==> src/rtl/sv32_table_walk.sv <==
// sv32_table_walk: Sv32 two-level hardware page-table walker.
// A request reads the level-1 PTE at satp.PPN, optionally the level-0 PTE,
// and returns one leaf PTE whose PPN concatenated with the page offset is the
// physical address. Structural faults return an all-zero PTE.
// Build option: define SV32_WALK_TLB_EN to add a TLB_ENTRIES-deep
// fully-associative cache of completed (non-zero) translations.
module sv32_table_walk #(
    parameter int TLB_ENTRIES = 4
) (
    input  logic        clk,
    input  logic        resetn,
    input  logic [31:0] address,
    input  logic [31:0] satp,
    input  logic        walk_valid,
    output logic        walk_ready,
    output logic [31:0] pte,
    input  logic        tlb_flush,
    output logic        mem_valid,
    input  logic        mem_ready,
    output logic [33:0] mem_addr,
    input  logic [31:0] mem_rdata
);

    localparam logic [1:0] ST_IDLE = 2'd0;
    localparam logic [1:0] ST_LVL1 = 2'd1;
    localparam logic [1:0] ST_LVL0 = 2'd2;
    localparam logic [1:0] ST_DONE = 2'd3;

    // V=0, or writable without readable: reserved encoding
    function automatic logic pte_bad(input logic [31:0] p);
        return (p[0] == 1'b0) || (p[2] && !p[1]);
    endfunction

    // R or X set: the entry maps a page rather than pointing to a table
    function automatic logic pte_leaf(input logic [31:0] p);
        return p[1] || p[3];
    endfunction

    logic [1:0]  state_r;
    logic [19:0] vpn_r;
    logic        walk_ready_r;
    logic [31:0] pte_r;
    logic        mem_valid_r;
    logic [33:0] mem_addr_r;
    logic        from_walk_r;

    logic        descend_s;
    logic [31:0] result_s;
    logic        tlb_hit_s;
    logic [31:0] tlb_pte_s;

    // Evaluate the PTE returned by the current read
    always_comb begin
        descend_s = 1'b0;
        result_s  = 32'd0;
        case (state_r)
            ST_LVL1: begin
                if (pte_bad(mem_rdata)) begin
                    result_s = 32'd0;
                end else if (pte_leaf(mem_rdata)) begin
                    // superpage: PPN[0] must be zero, then VPN0 fills its slot
                    if (mem_rdata[19:10] != 10'd0) begin
                        result_s = 32'd0;
                    end else begin
                        result_s = {mem_rdata[31:20], vpn_r[9:0], mem_rdata[9:0]};
                    end
                end else begin
                    descend_s = 1'b1;
                end
            end
            ST_LVL0: begin
                if (pte_bad(mem_rdata) || !pte_leaf(mem_rdata)) begin
                    result_s = 32'd0;
                end else begin
                    result_s = mem_rdata;
                end
            end
            default: begin
                descend_s = 1'b0;
                result_s  = 32'd0;
            end
        endcase
    end

    // Walk sequencing: accept request, issue PTE reads, register the result
    always_ff @(posedge clk) begin
        if (!resetn) begin
            state_r      <= ST_IDLE;
            vpn_r        <= 20'd0;
            walk_ready_r <= 1'b0;
            pte_r        <= 32'd0;
            mem_valid_r  <= 1'b0;
            mem_addr_r   <= 34'd0;
            from_walk_r  <= 1'b0;
        end else begin
            case (state_r)
                ST_IDLE: begin
                    walk_ready_r <= 1'b0;
                    if (walk_valid && tlb_hit_s) begin
                        vpn_r        <= address[31:12];
                        pte_r        <= tlb_pte_s;
                        walk_ready_r <= 1'b1;
                        from_walk_r  <= 1'b0;
                        state_r      <= ST_DONE;
                    end else if (walk_valid) begin
                        vpn_r       <= address[31:12];
                        mem_addr_r  <= {satp[21:0], address[31:22], 2'b00};
                        mem_valid_r <= 1'b1;
                        from_walk_r <= 1'b1;
                        state_r     <= ST_LVL1;
                    end
                end
                ST_LVL1, ST_LVL0: begin
                    if (mem_ready) begin
                        if (descend_s) begin
                            mem_addr_r <= {mem_rdata[31:10], vpn_r[9:0], 2'b00};
                            state_r    <= ST_LVL0;
                        end else begin
                            pte_r        <= result_s;
                            walk_ready_r <= 1'b1;
                            mem_valid_r  <= 1'b0;
                            state_r      <= ST_DONE;
                        end
                    end
                end
                ST_DONE: begin
                    walk_ready_r <= 1'b0;
                    state_r      <= ST_IDLE;
                end
                default: begin
                    walk_ready_r <= 1'b0;
                    mem_valid_r  <= 1'b0;
                    state_r      <= ST_IDLE;
                end
            endcase
        end
    end

`ifdef SV32_WALK_TLB_EN
    localparam int TLB_IDXW = (TLB_ENTRIES > 1) ? $clog2(TLB_ENTRIES) : 1;

    logic [TLB_ENTRIES-1:0] tlb_valid_r;
    logic [19:0]            tlb_tag_r  [TLB_ENTRIES];
    logic [31:0]            tlb_data_r [TLB_ENTRIES];
    logic [TLB_IDXW-1:0]    tlb_victim_r;
    logic [31:0]            tlb_satp_r;
    logic                   tlb_clear_s;
    logic                   tlb_fill_s;
    logic [11:0]            unused_s;

    assign tlb_clear_s = tlb_flush || ((|tlb_valid_r) && (satp != tlb_satp_r));
    assign tlb_fill_s  = (state_r == ST_DONE) && from_walk_r && (pte_r != 32'd0);
    assign unused_s    = address[11:0];

    // Fully-associative lookup on VPN; a pending invalidate suppresses hits
    always_comb begin
        tlb_hit_s = 1'b0;
        tlb_pte_s = 32'd0;
        for (int i = 0; i < TLB_ENTRIES; i++) begin
            if (tlb_valid_r[i] && (tlb_tag_r[i] == address[31:12])) begin
                tlb_hit_s = 1'b1;
                tlb_pte_s = tlb_data_r[i];
            end else begin
                tlb_hit_s = tlb_hit_s;
            end
        end
        if (tlb_clear_s) begin
            tlb_hit_s = 1'b0;
        end else begin
            tlb_hit_s = tlb_hit_s;
        end
    end

    // Invalidate (wins over a same-cycle fill) or fill the round-robin victim
    always_ff @(posedge clk) begin
        if (!resetn) begin
            tlb_valid_r  <= '0;
            tlb_victim_r <= '0;
            tlb_satp_r   <= 32'd0;
            for (int i = 0; i < TLB_ENTRIES; i++) begin
                tlb_tag_r[i]  <= 20'd0;
                tlb_data_r[i] <= 32'd0;
            end
        end else if (tlb_clear_s) begin
            tlb_valid_r <= '0;
        end else if (tlb_fill_s) begin
            tlb_valid_r[tlb_victim_r] <= 1'b1;
            tlb_tag_r[tlb_victim_r]   <= vpn_r;
            tlb_data_r[tlb_victim_r]  <= pte_r;
            tlb_satp_r                <= satp;
            if (tlb_victim_r == TLB_IDXW'(TLB_ENTRIES - 1)) begin
                tlb_victim_r <= '0;
            end else begin
                tlb_victim_r <= tlb_victim_r + TLB_IDXW'(1);
            end
        end
    end
`else
    localparam int UNUSED_TLB_ENTRIES = TLB_ENTRIES;
    logic [23:0] unused_s;

    assign tlb_hit_s = 1'b0;
    assign tlb_pte_s = 32'd0;
    assign unused_s  = {tlb_flush, from_walk_r, satp[31:22], address[11:0]};
`endif

    assign walk_ready = walk_ready_r;
    assign pte        = pte_r;
    assign mem_valid  = mem_valid_r;
    assign mem_addr   = mem_addr_r;

endmodule

==> config.mk <==
export PLATFORM = sky130hd
export DESIGN_NAME = sv32_table_walk
export DESIGN_NICKNAME = d
export VERILOG_FILES = /design/src/rtl/sv32_table_walk.sv
export SDC_FILE = /design/constraint.sdc
export NUM_CORES = 1
export LEC_CHECK = 0
export BUFFER_PORTS_ARGS = -buffer_cell sky130_fd_sc_hd__buf_2
export CAP_MARGIN = 20
export CORE_ASPECT_RATIO = 0.5
export CORE_MARGIN = 1
export CORE_UTILIZATION = 50
export CTS_CLUSTER_DIAMETER = 200
export DETAILED_ROUTE_END_ITERATION = 8
export PLACE_DENSITY = 0.94
export SLEW_MARGIN = 0
export SYNTH_ARGS = -nofsm -noshare
export SYNTH_HDL_FRONTEND = slang
export SYNTH_SLANG_ARGS = --single-unit
==> constraint.sdc <==
create_clock -name clk -period 4.85 [get_ports clk]
set_clock_uncertainty 0.05 [all_clocks]
set_input_delay 0.2425 -clock clk [delete_from_list [all_inputs] [get_ports clk]]
set_output_delay 0.2425 -clock clk [all_outputs]
set_load 0.05 [all_outputs]
==> run summary, run 1 <==
P per Cell Area: 486 nW/um2
fillcell total: 483
Die Y: 60.8 um
total standard cell area after synthesis: 3460 um2
diodes inserted: 0
DRC marker count from the first detailed-route iteration: 199
layout-stage area growth over the synthesis result: 27.9%
crit end category: flip-flop
DRC violations left: 0
hold buffer count at CTS: 0
average wire length per cell after detail routing: 16.5 um
max-slew headroom at the worst pin: 25.5%
number of warnings issued by yosys: 0
most numerous cell types in the synthesized netlist: sky130_fd_sc_hd__dfxtp_1, sky130_fd_sc_hd__a21oi_1, sky130_fd_sc_hd__mux2i_1
min-delay worst type: in -> reg
antenna viol nets, final: 0
antenna violations before repair: 0
core footprint: 6360 um2
number of primary I/O pins: 169
H-Tree Level Count: 3
Fin. Hold Viols: 0
clock transition at the register clock pins on the worst setup and hold paths after CTS: 60 ps
Post-Place Worst Slack: 1780 ps
critical path fanouts, max: 33
dominant cell by count in the synthesized netlist: sky130_fd_sc_hd__dfxtp_1
status: completed
Cell variety after synth: 38
startpoint class of the critical path: flip-flop
Maximum Capacitance Violations: 0
DIE AREA: 7270 um2
critical path data required time: 4960 ps
portion of the clock cycle consumed by the worst path in the final layout: 64.3%
WHS Path Cells: 2
global-route wire length before repair: 14100 um
CTS Sinks: 78
worst endpoint data arrival time: 3230 ps
CTS Root Cell: sky130_fd_sc_hd__clkbuf_16
Setup Crit Path Kind: reg -> reg
RSZ-0062 raised after global routing: false
number of clock buffers inserted by TritonCTS: 9
mux cell area share after synthesis: 9.55%
footprint of the multi-input gates: 1670 um2
cells along the critical path: inv_1, ha_2, a31o_4, and2_2, a211oi_1
vias after detailed routing: 3046
first drt pass iteration count: 5
path depth of the worst reg2reg path: 5
post-detailed-routing wire length: 9110 um
Core Rows: 20
complex-gate fraction of the synthesized area: 29.6%
synthesis-stage register bit count: 78
met1 Usage GRT: 29.9%
worst-case clock buffer depth: 2
Total Routing Usage GR: 25.9%
sequential element share of the synthesized area: 45.2%
Synth area leader: sky130_fd_sc_hd__dfxtp_1
XOR/XNOR Fraction of Synth Area: 0%
total setup violations reported at the end of the flow: 0
final-layout setup total negative slack: 0 ps
EDFF count, synth: 0
synth top area cells: sky130_fd_sc_hd__dfxtp_1, sky130_fd_sc_hd__a211oi_2, sky130_fd_sc_hd__mux2i_1
Detail Placement HPWL: 6120 um
Clock Latency Late Sink: 340 ps
mean area per synthesized cell: 10.5 um2
number of pins exceeding their max-slew limit in the final report: 0
area share of and/or/nand/nor cells after synthesis: 7.17%
Post-synth top flop: sky130_fd_sc_hd__dfxtp_1
Max rail drop VDD: 292 uV
slowest cell on the critical path: sky130_fd_sc_hd__and2_2
clock period minus worst slack: 3120 ps
IO buf count: 143
highest achievable clock rate: 0.320 GHz
post-synthesis adder-cell area fraction: 1.45%
net total in the final layout: 564
combinational family with the most area after synthesis: compound AO/OA/AOI/OAI gates
Congestion Overflow GR: 0
slew at the pin closest to its max-slew limit: 1120 ps
routability congestion estimate from global placement: 0.774
Pleak: 2.04 nW
maximum single-stage delay on the critical path: 860 ps
horizontal die dimension: 120 um
largest net degree at the start of global routing: 46
share of Yosys cell area claimed by the top area cell type: 45.2%
number of global-route vias before repair: 2932
GRT Max-Usage Layer: met2
share of post-route cells with drive strength above 1: 42.9%
Post-Syn Instances: 329
routed via count divided by cell count: 5.52
PostCTS Resize Cnt: 0
CTS tree: yes
number of setup buffers added after CTS: 0
met3 track utilization from global routing: 8.27%
async set or reset register ratio after synthesis: 0%
least setup slack across all paths after layout: 1730 ps
starting utilization of the core area: 54.4%
area of all sequential standard cells: 1560 um2
global routing usage on met2: 45.2%
## kinds of logic after synthesis
| group | count (synthesis) |
|---|---|
| flip-flops | 78 |
| other | 1 |
| AND/OR/NAND/NOR | 50 |
| multiplexers | 33 |
| buffers and inverters | 43 |
| AO/OA/AOI/OAI | 120 |
| adder cells (fa/ha/maj) | 4 |
## worst max-delay path: cells and delay by family, from the launching register on
family          cells  cell delay (ps)
buf+inv             1               90
fa+ha+maj           1              810
flops               1              390
simple gates        1              860
compound gates      2              730
## routing by layer
metal	part of all wire (%)	vias up
met5	0	-
met4	2.1	0
met3	6.4	16
met2	49	106
met1	43	1449
li1	-	1475
## flip-flops by register name, summed over array words and instances, names as in the netlist
register	flops
mem_addr	32
mem_valid	1
pte	32
state_r	2
vpn_r	10
walk_ready	1
## final cells by class
type	instances	area share [%]
multi-input combinational	209	37.8
sequential	78	35.3
timing repair buffer	146	16.7
clock buffer	12	5.35
tap	88	2.49
inverter	15	1.27
clock inverter	4	1.07
## worst paths after layout
kind	from	to	slack [ps]
min	mem_rdata[4]	pte[4]$_SDFFE_PN0P_	70
max	state_r[1]$_SDFFE_PN0P_	mem_addr[33]$_SDFFE_PN0P_	1730
max reg2reg	state_r[1]$_SDFFE_PN0P_	mem_addr[33]$_SDFFE_PN0P_	1730
min reg2reg	pte[0]$_SDFFE_PN0P_	pte[0]$_SDFFE_PN0P_	400
## report_power, final
group	switching [W]	internal (W)	total [W]
logic	0.000526	0.000223	0.000750
clock network	0.000249	0.000397	0.000646
registers	0.0000387	0.000714	0.000752
total	0.000815	0.00133	0.00215
## layout by cell type, fill, tap and decap left out, types with 2 or more instances in the layout
| cell | instances |
|---|---|
| sky130_fd_sc_hd__a211oi_1 | 2 |
| sky130_fd_sc_hd__a211oi_2 | 30 |
| sky130_fd_sc_hd__a21oi_1 | 44 |
| sky130_fd_sc_hd__a21oi_4 | 2 |
| sky130_fd_sc_hd__a221o_1 | 10 |
| sky130_fd_sc_hd__a22o_1 | 8 |
| sky130_fd_sc_hd__a31oi_1 | 3 |
| sky130_fd_sc_hd__a32o_1 | 13 |
| sky130_fd_sc_hd__buf_2 | 143 |
| sky130_fd_sc_hd__buf_4 | 3 |
| sky130_fd_sc_hd__clkbuf_1 | 3 |
| sky130_fd_sc_hd__clkbuf_16 | 9 |
| sky130_fd_sc_hd__clkinv_2 | 2 |
| sky130_fd_sc_hd__conb_1 | 2 |
| sky130_fd_sc_hd__dfxtp_1 | 78 |
| sky130_fd_sc_hd__ha_1 | 3 |
| sky130_fd_sc_hd__inv_1 | 14 |
| sky130_fd_sc_hd__mux2i_1 | 33 |
| sky130_fd_sc_hd__nand2_1 | 21 |
| sky130_fd_sc_hd__nand2b_1 | 2 |
| sky130_fd_sc_hd__nor2_1 | 13 |
| sky130_fd_sc_hd__nor2b_1 | 5 |
| sky130_fd_sc_hd__o21ai_0 | 3 |
## per-stage QoR
step / cells / total power [W] / util (%) / cell area, um2 / hold slack (ps)
finish: 552 / 0.00215 / 69.6 / 4420 / 66.3
global route: 552 / 0.00225 / 69.6 / 4420 / 65.8
CTS: 552 / 0.00216 / 69.6 / 4420 / 56.5
detailed placement: 536 / 0.00151 / 65.1 / 4140 / 390
global placement: 536 / 0.00149 / 65.1 / 4140 / 389
floorplan: 330 / 0.00137 / - / 3460 / 318
(Power assumes the default switching activity.)
==> run 2, diff against run 1 <==
--- a/config.mk
+++ b/config.mk
@@ -9,10 +9,10 @@
 export CAP_MARGIN = 20
 export CORE_ASPECT_RATIO = 0.5
 export CORE_MARGIN = 1
-export CORE_UTILIZATION = 50
+export CORE_UTILIZATION = 42
 export CTS_CLUSTER_DIAMETER = 200
 export DETAILED_ROUTE_END_ITERATION = 8
-export PLACE_DENSITY = 0.94
+export PLACE_DENSITY = 0.85
 export SLEW_MARGIN = 0
 export SYNTH_ARGS = -nofsm -noshare
 export SYNTH_HDL_FRONTEND = slang
==> constraint.sdc (replaced) <==
create_clock -name clk -period 2.7 [get_ports clk]
set_clock_uncertainty 0.05 [all_clocks]
set_input_delay 0.135 -clock clk [delete_from_list [all_inputs] [get_ports clk]]
set_output_delay 0.135 -clock clk [all_outputs]
set_load 0.05 [all_outputs]
==> run 2 against run 1 <==
Effect of this change:
- count of clock-buffer cells in the layout decreased by 1
- critical path type unchanged
- die area up 19%
- register-to-register slack worse by 1300 ps
- setup slack got worse by 1300 ps
- wire length about the same
- utilization fell by 7.7 points
- non-clock buffer count grew 21
- largest cell class unchanged
- total power up 93%
- fmax is 35% higher
- sequential share of layout area shrank 2.3 points
==> run summary, run 2 (synthesis gave the netlist of run 1 again) <==
largest net degree at the start of global routing: 45 (-2.2%)
first drt pass iteration count: 4 (-1)
core footprint: 7650 um2 (+20%)
slew at the pin closest to its max-slew limit: 951 ps (-164 ps)
P per Cell Area: 875 nW/um2 (+80%)
starting utilization of the core area: 45.2% (-9.2 points)
DIE AREA: 8620 um2 (+19%)
fillcell total: 645 (+34%)
final-layout setup total negative slack: 0 ps (unchanged)
vias after detailed routing: 3124 (+2.6%)
part of the total power dissipated in combinational logic: 33.1% (-1.8 points)
H-Tree Level Count: 3 (unchanged)
Buffers & Inverters on Critical Path: 1 (unchanged)
Pleak: 2.16 nW (+6.2%)
CTS Root Cell: sky130_fd_sc_hd__clkbuf_16
clock transition at the register clock pins on the worst setup and hold paths after CTS: 60 ps (about the same)
switching share of power: 35.6% (-2.3 points)
share of power burned in registers: 32.7% (-2.3 points)
Total Routing Usage GR: 22.0% (-3.8 points)
max-slew headroom at the worst pin: 36.6% (+11 points)
least setup slack across all paths after layout: 392 ps (-1340 ps)
routability congestion estimate from global placement: 0.757 (-2.2%)
Maximum Capacitance Violations: 0 (unchanged)
CTS Sinks: 78 (unchanged)
Setup Crit Path Kind: reg -> reg
net switching power figure: 0.00148 W (+81%)
min-delay worst type: in -> reg
worst-case clock buffer depth: 2 (unchanged)
horizontal die dimension: 130 um (+9.0%)
RSZ-0062 raised after global routing: false
critical path fanouts, max: 32 (-3.0%)
net total in the final layout: 585 (+3.7%)
IO buf count: 143 (unchanged)
share of post-route cells with drive strength above 1: 42.5% (-0.41 points)
antenna viol nets, final: 0 (unchanged)
Core Util, Final: 61.9% (-7.7 points)
layout-stage area growth over the synthesis result: 37.0%
hold buffer count at CTS: 17 (+17)
clock network fraction of design power: 34.2% (+4.1 points)
DRC violations left: 0 (unchanged)
total setup violations reported at the end of the flow: 0 (unchanged)
number of global-route vias before repair: 2893 (-1.3%)
non-filler cells, final: 593 (+7.4%)
maximum single-stage delay on the critical path: 770 ps (-90 ps)
critical path data required time: 2810 ps (-2150 ps)
footprint of the multi-input gates: 1670 um2 (unchanged)
portion of the clock cycle consumed by the worst path in the final layout: 85.5% (+21 points)
highest achievable clock rate: 0.433 GHz (+35%)
Core Rows: 22 (+10%)
cell-internal power: 0.00267 W (+100%)
diodes inserted: 0 (unchanged)
Die Y: 66.2 um (+8.8%)
status: completed
Post-Place Worst Slack: 378 ps (-1410 ps)
Clock Latency Late Sink: 330 ps (about the same)
most common library cell in the layout ignoring fill and taps: sky130_fd_sc_hd__buf_2
post-detailed-routing wire length: 9100 um (about the same)
global-route wire length before repair: 14200 um (+0.49%)
CTS tree: yes
number of clock buffers inserted by TritonCTS: 9 (unchanged)
routed via count divided by cell count: 5.27 (-4.5%)
PostCTS Resize Cnt: 0 (unchanged)
average wire length per cell after detail routing: 15.3 um (-7.0%)
number of pins exceeding their max-slew limit in the final report: 0 (unchanged)
Cell Count Post-Placement: 560 (+4.5%)
startpoint class of the critical path: flip-flop
Detail Placement HPWL: 6350 um (+3.8%)
post-placement cell area: 4210 um2 (+1.6%)
clock period minus worst slack: 2310 ps (-813 ps)
area of all sequential standard cells: 1560 um2 (unchanged)
slowest cell on the critical path: sky130_fd_sc_hd__and2_2
antenna violations before repair: 0 (unchanged)
kind of cell adding the most delay to the critical path: simple AND/OR/NAND/NOR gates
number of primary I/O pins: 169 (unchanged)
Congestion Overflow GR: 0 (unchanged)
final design instance area without fill: 4730 um2 (+7.0%)
number of setup buffers added after CTS: 0 (unchanged)
highest-count cells in the layout ignoring fill and taps: sky130_fd_sc_hd__buf_2, sky130_fd_sc_hd__dfxtp_1, sky130_fd_sc_hd__a21oi_1
Fin. Hold Viols: 0 (unchanged)
cells along the critical path: inv_1, ha_2, a31o_4, and2_2, a211oi_1
crit end category: flip-flop
Max rail drop VDD: 399 uV (+37%)
DRC marker count from the first detailed-route iteration: 138 (-31%)
worst endpoint data arrival time: 2410 ps (-820 ps)
run 2: cell types whose count changed in the layout (fill, tap and decap cells not counted), sizes merged:
cell / before / now
bufinv: 1 / 3
buf: 146 / 150
clkbuf: 12 / 11
clkinv: 2 / 0
dlygate4sd3: 0 / 17
clkinvlp: 1 / 2
run 2: stage by stage:
step,hold WS [ps],power (W)
after floorplan,210,0.00246
after global placement,303,0.00270
after detailed placement,304,0.00273
after CTS,0.721,0.00417
after global routing,9.59,0.00433
final,12.0,0.00414
run 2: area by class of cell:
class	count	area share [%]
Timing Repair Buffer	167	20.1
Tap cell	108	2.85
Clock buffer	11	5.34
Clock inverter	5	2.22
Multi-Input combinational cell	209	35.3
Sequential cell	78	33.0
Inverter	15	1.19
run 2: path summary, 6_finish.rpt:
kind | startpoint | endpoint | slack [ps] | cells after the start
setup / recovery | state_r[1]$_SDFFE_PN0P_ | mem_addr[33]$_SDFFE_PN0P_ | 390 | 5
hold / removal | mem_rdata[27] | pte[27]$_SDFFE_PN0P_ | 10 | 2
setup reg to reg | state_r[1]$_SDFFE_PN0P_ | mem_addr[33]$_SDFFE_PN0P_ | 390 | 5
hold reg to reg | pte[0]$_SDFFE_PN0P_ | pte[0]$_SDFFE_PN0P_ | 400 | 1
run 2: routing by layer:
metal | vias up | global-route usage, % | wire [um]
li1 | 1510 | - | -
met1 | 1507 | 25.7 | 3870
met2 | 98 | 38.5 | 4610
met3 | 9 | 6.15 | 517
met4 | 0 | 8.87 | 100
met5 | - | 0 | 0
run 2: power by group through the flow:
stage,combinational [W],sequential (W),clock (W)
3_5_place_dp,0.00135,0.00138,0
5_1_grt,0.00145,0.00137,0.00150
3_3_place_gp,0.00133,0.00137,0
6_report,0.00137,0.00136,0.00142
2_1_floorplan,0.000702,0.00176,0
4_1_cts,0.00137,0.00136,0.00145
